**src/rtl/regfile_pkg.sv**
```systemverilog
// regfile_pkg: shared sizes, register indices and select-vector helper for register_file_bank
package regfile_pkg;
  localparam int NUM_REGS = 32;
  localparam int REG_ADDR_W = 5;
  localparam int WORD_W = 32;
  localparam int REG_ZERO = 0;
  localparam int REG_GP = 28;
  localparam int REG_SP = 29;
  typedef logic [WORD_W-1:0] reg_word_t;
  function automatic logic is_onehot32(input logic [31:0] v);
    return (v != 32'h0) && ((v & (v - 32'h1)) == 32'h0);
  endfunction
endpackage

```
**src/rtl/register_cell.sv**
```systemverilog
// register_cell: one enabled register with asynchronous active-low reset to RESET_VALUE
module register_cell #(
  parameter int W = 32,
  parameter logic [W-1:0] RESET_VALUE = '0
) (
  input  logic         clk,
  input  logic         reset,
  input  logic         en,
  input  logic [W-1:0] d,
  output logic [W-1:0] q
);
  always_ff @(posedge clk or negedge reset)
    if (!reset) q <= RESET_VALUE;
    else if (en) q <= d;
endmodule

```
**src/rtl/register_file_bank.sv**
```systemverilog
// register_file_bank: 32x DATA_WIDTH MIPS register file, one-hot write select, sticky select error
// Optional same-cycle write-through bypass on the read ports under REGFILE_WRITE_BYPASS_EN.
module register_file_bank
  import regfile_pkg::*;
#(
  parameter int DATA_WIDTH = 32,
  parameter logic [DATA_WIDTH-1:0] SP_RESET = 32'h7FFF_EFFC,
  parameter logic [DATA_WIDTH-1:0] GP_RESET = 32'h1000_8000
) (
  input  logic                  clk,
  input  logic                  reset,
  input  logic                  RegWrite,
  input  logic [31:0]           SelectRegister,
  input  logic [DATA_WIDTH-1:0] WriteData,
  input  logic [4:0]            ReadRegister1,
  input  logic [4:0]            ReadRegister2,
  output logic [DATA_WIDTH-1:0] ReadData1,
  output logic [DATA_WIDTH-1:0] ReadData2,
  output logic                  SelectError
);
  logic [NUM_REGS-1:0][DATA_WIDTH-1:0] regs;
  logic valid;
  assign valid = RegWrite && is_onehot32(SelectRegister);
  assign regs[0] = '0;
  for (genvar i = 1; i < NUM_REGS; i++) begin : g_cell
    register_cell #(
      .W(DATA_WIDTH),
      .RESET_VALUE(i == REG_SP ? SP_RESET : i == REG_GP ? GP_RESET : '0)
    ) u_cell (
      .clk(clk),
      .reset(reset),
      .en(valid && SelectRegister[i]),
      .d(WriteData),
      .q(regs[i])
    );
  end
  always_ff @(posedge clk or negedge reset)
    if (!reset) SelectError <= 1'b0;
    else if (RegWrite && !is_onehot32(SelectRegister)) SelectError <= 1'b1;
`ifdef REGFILE_WRITE_BYPASS_EN
  // a one-hot select makes SelectRegister[addr] an exact index match
  logic hit1, hit2;
  assign hit1 = valid && ReadRegister1 != REG_ADDR_W'(REG_ZERO) && SelectRegister[ReadRegister1];
  assign hit2 = valid && ReadRegister2 != REG_ADDR_W'(REG_ZERO) && SelectRegister[ReadRegister2];
  assign ReadData1 = hit1 ? WriteData : regs[ReadRegister1];
  assign ReadData2 = hit2 ? WriteData : regs[ReadRegister2];
`else
  assign ReadData1 = regs[ReadRegister1];
  assign ReadData2 = regs[ReadRegister2];
`endif
endmodule

```
**config.mk**
```make
export PLATFORM = sky130hd
export DESIGN_NAME = register_file_bank
export DESIGN_NICKNAME = d
export VERILOG_FILES = /design/src/rtl/regfile_pkg.sv /design/src/rtl/register_cell.sv /design/src/rtl/register_file_bank.sv
export SDC_FILE = /design/constraint.sdc
export NUM_CORES = 2
export LEC_CHECK = 0
export BUFFER_PORTS_ARGS = -buffer_cell sky130_fd_sc_hd__buf_2
export CORE_MARGIN = 2
export CORE_UTILIZATION = 45
export DETAILED_ROUTE_END_ITERATION = 10
export GPL_TIMING_DRIVEN = 0
export PLACE_DENSITY_LB_ADDON = 0.1
export SLEW_MARGIN = 20
export SYNTH_ARGS = -nofsm -noshare
export SYNTH_HDL_FRONTEND = slang
export SYNTH_SLANG_ARGS = --single-unit
```
**constraint.sdc**
```tcl
create_clock -name clk -period 4.7 [get_ports clk]
set_clock_uncertainty 0.1 [all_clocks]
set_input_delay 0.94 -clock clk [delete_from_list [all_inputs] [get_ports clk]]
set_output_delay 0.94 -clock clk [all_outputs]
set_load 0.05 [all_outputs]
```
==> results.cfg <==
[status]
status = finished with violations
violations = setup timing

[detailed_routing]
dr_total_vias = 33670
ant_nets = 0
drc_errors = 0
first_iter_violations = 2971
first_pass_iters = 5
routed_wirelength_mm = 180.3
viasPerCell = 6.562
post_drt_wl_per_cell_microns = 35.14

[power_and_ir_drop]
power_density_mw_per_mm2 = 316.4
p_leak_nw = 29.24
power_switching_w = 0.004695
p_clk_frac = 0.486
netSwitchingFraction = 0.2443
internal-power_w = 0.01452
ir_drop_mv = 0.3136
p_comb_frac = 0.067
seqPwrFrac = 0.447

[setup_path]
critPathMaxFanout = 10
cp_data_required_time_ps = 3660
worstSetupStartpointType = primary input
cp.arrival_ps = 3700
crit_type = in -> out
crit_path_end_kind = primary output

[clock_tree]
clockBufferDepth = 3
cts_tree = yes
clk_pin_slew_ps = 60
cts_inserted_buffers = 113
clkSinkCount = 993
hold_buffers = 0
clockRootBuffer = clkbuf_16
clkLatencyLatePin_ps = 710
cts.htree.levels = 3

[synthesis]
syn_nets = 3309
synth.top_cell.area_share = 0.4519
synth.distinct_cells = 38
syn_area_per_cell_sq_um = 16.50
synth_top_area_cell = dfrtp_1
synth_edf_count = 0
synthTopCellsByArea = dfrtp_1, mux4_2, mux2_1, mux2_2, dfstp_2
yosysSeqAreaShare = 0.4666
yosysWarnings = 0
synth-seq-cells = 993
async_flop_share = 1.000
netlist_instances = 3232
ys.flop_type = dfrtp_1
netlist_area_sq_mm = 0.05333

[global_routing]
antenna_found_initial = 15
grt_pass1_vias = 36300
grt_overflow = 0
grt_pass1_wl_mm = 259.9
grtUsageTotal = 0.3002
grt_max_degree = 151

[timing]
finalSetupViolations = 3
hold_viol = 0
worst_pin_slew_ps = 1200
slew_violations = 0
tns_ps = -72.99
relSlewSlack = 0.1999
timing.final.crit_period_ps = 4742
setup_ws_ps = -42.02
clock.fmax_ghz = 0.2109
finalCritPeriodShare = 1.009
worst_hold_slack_ps = 31.21
rsz0062_at_grt = yes

[place]
place_hpwl_mm = 131.4
dp_slack_ps = -1738
place.gp.congestion = 0.8949
dp_cells = 4907
io_buffer_count = 131

[cells_and_area]
final_nets = 3568
final_cells = 5131
drive_gt1_frac = 0.4204
areaGrowthSynthToFinish_pct = 13.88
fillers = 9558

[job]
maxCapViolCount = 0

[floorplan]
start_util = 0.4528
fp-row-count = 126
dieHeight_microns = 348.3
die_area_sq_mm = 0.1213
io-pin-count = 142
coreArea_sq_mm = 0.1178
chipWidth_microns = 348.3

[min_path]
hold_class = in -> async
-- critical path, stage by stage --
cell and delay [ps]:
clkbuf_1 770, clkbuf_1 880, mux4_2 490, mux2_2 350
buf_2 230
-- flip-flops by register name, summed over array words and instances, names as in the netlist --
| signal | count |
|---|---|
| g_cell.u_cell.q | 992 |
| SelectError | 1 |
-- synthesized netlist by cell type (4+ instances only) --
master	n
nand2_1	12
clkbuf_1	203
dfrtp_1	963
mux2_1	797
nand3_1	5
o21ai_0	10
nand4_2	17
a21oi_1	4
buf_2	90
mux2_2	323
dfstp_2	30
mux4_2	576
buf_1	63
a22o_1	63
nand2b_1	4
nand4_1	15
nor2_1	8
or3_1	5
nor3_1	11
-- cells in the final DEF, fill, tap and decap left out, drive strengths merged --
cell and instances:
a21o 1, clkinvlp 3, clkinv 23, buf 298, o22ai 2, mux4 576, a21oi 4, nor2 8
clkbuf 370, o21ai 10, nor3b 1, clkdlybuf4s15 3, nand2b 4, nand4b 1, nor3 12, nand3 5
mux2 1120, o41ai 1, or2 2, diode 8, o31ai 3, o32ai 2, nor4 6, nand2 12
inv 7, o311ai 1, a211oi 3, a22o 63, dfstp 30, dfrtp 963, or3b 1, nand4 32
a31oi 1, nor2b 2, or3 5, bufinv 12
-- kinds of logic (layout without fill, tap and decap cells) --
kind of cell	Yosys count	count (layout)	synth area share
mux	1696	1696	0.4797
buf+inv	361	716	0.02773
flops	993	993	0.4666
simple gates	91	91	0.01222
compound gates	91	91	0.01365
other cells	0	8	0
-- power by group through the flow --
| stage | logic [W] | clock network [W] | registers, W |
|---|---|---|---|
| after global routing | 0.00137 | 0.00983 | 0.00858 |
| after global placement | 0.00120 | 0 | 0.00874 |
| final | 0.00129 | 0.00934 | 0.00858 |
| after floorplan | 0.000580 | 0 | 0.00873 |
| after detailed placement | 0.00126 | 0 | 0.00874 |
| after CTS | 0.00130 | 0.00948 | 0.00858 |
-- worst paths after layout --
path	startpoint	end	slack [ps]	cells past startpoint
max reg2reg	g_cell[7].u_cell.q[27]$_DFFE_PN0P_	g_cell[7].u_cell.q[27]$_DFFE_PN0P_	3740	1
min reg2reg	SelectError$_DFFE_PN0P_	SelectError$_DFFE_PN0P_	370	1
min in group clk	RegWrite	SelectError$_DFFE_PN0P_	360	2
max	ReadRegister2[3]	ReadData2[10]	-40	5
max in group asynchronous	reset	g_cell[24].u_cell.q[21]$_DFFE_PN0P_	1850	5
min	reset	g_cell[10].u_cell.q[7]$_DFFE_PN0P_	30	1
-- routing by layer --
metal	vias up	part of all wire	wire, microns	global-route usage
met2	1419	0.47	85500	0.4802
met5	-	0.00026	46	0
met3	427	0.078	14140	0.06379
li1	13290	-	-	-
met1	18530	0.41	73750	0.4054
met4	8	0.038	6880	0.1117
-- per-stage QoR --
stage | util | total power (W) | area (sq um)
after CTS | 0.5148 | 0.01936 | 60630
final | 0.5157 | 0.01922 | 60730
after global placement | 0.4747 | 0.009938 | 55910
after global routing | 0.5156 | 0.01977 | 60720
after floorplan | - | 0.009314 | 53330
after detailed placement | 0.4773 | 0.009992 | 56210
-- final cells by class --
type,instances,area [sq um],area share
diodes,8,20.02,0.0003296
plain buffers,359,2073,0.03414
clock buffers,168,3354,0.05523
flip-flops and latches,993,24890,0.4098
repair buffers,144,928.4,0.01529
inverters,2,7.507,0.0001236
clock inverters,43,568.0,0.009353
well taps,1536,1922,0.03164
multi-input cells,1878,26970,0.4441
-- timing repair --
| item | CTS | global route |
|---|---|---|
| pin swaps | 0 | 4 |
| setup endpoints to repair | 64 | 109 |
| gates resized for setup | 225 | 26 |
| buffers inserted | 0 | 5 |
Power figures use the tool's default switching activity.
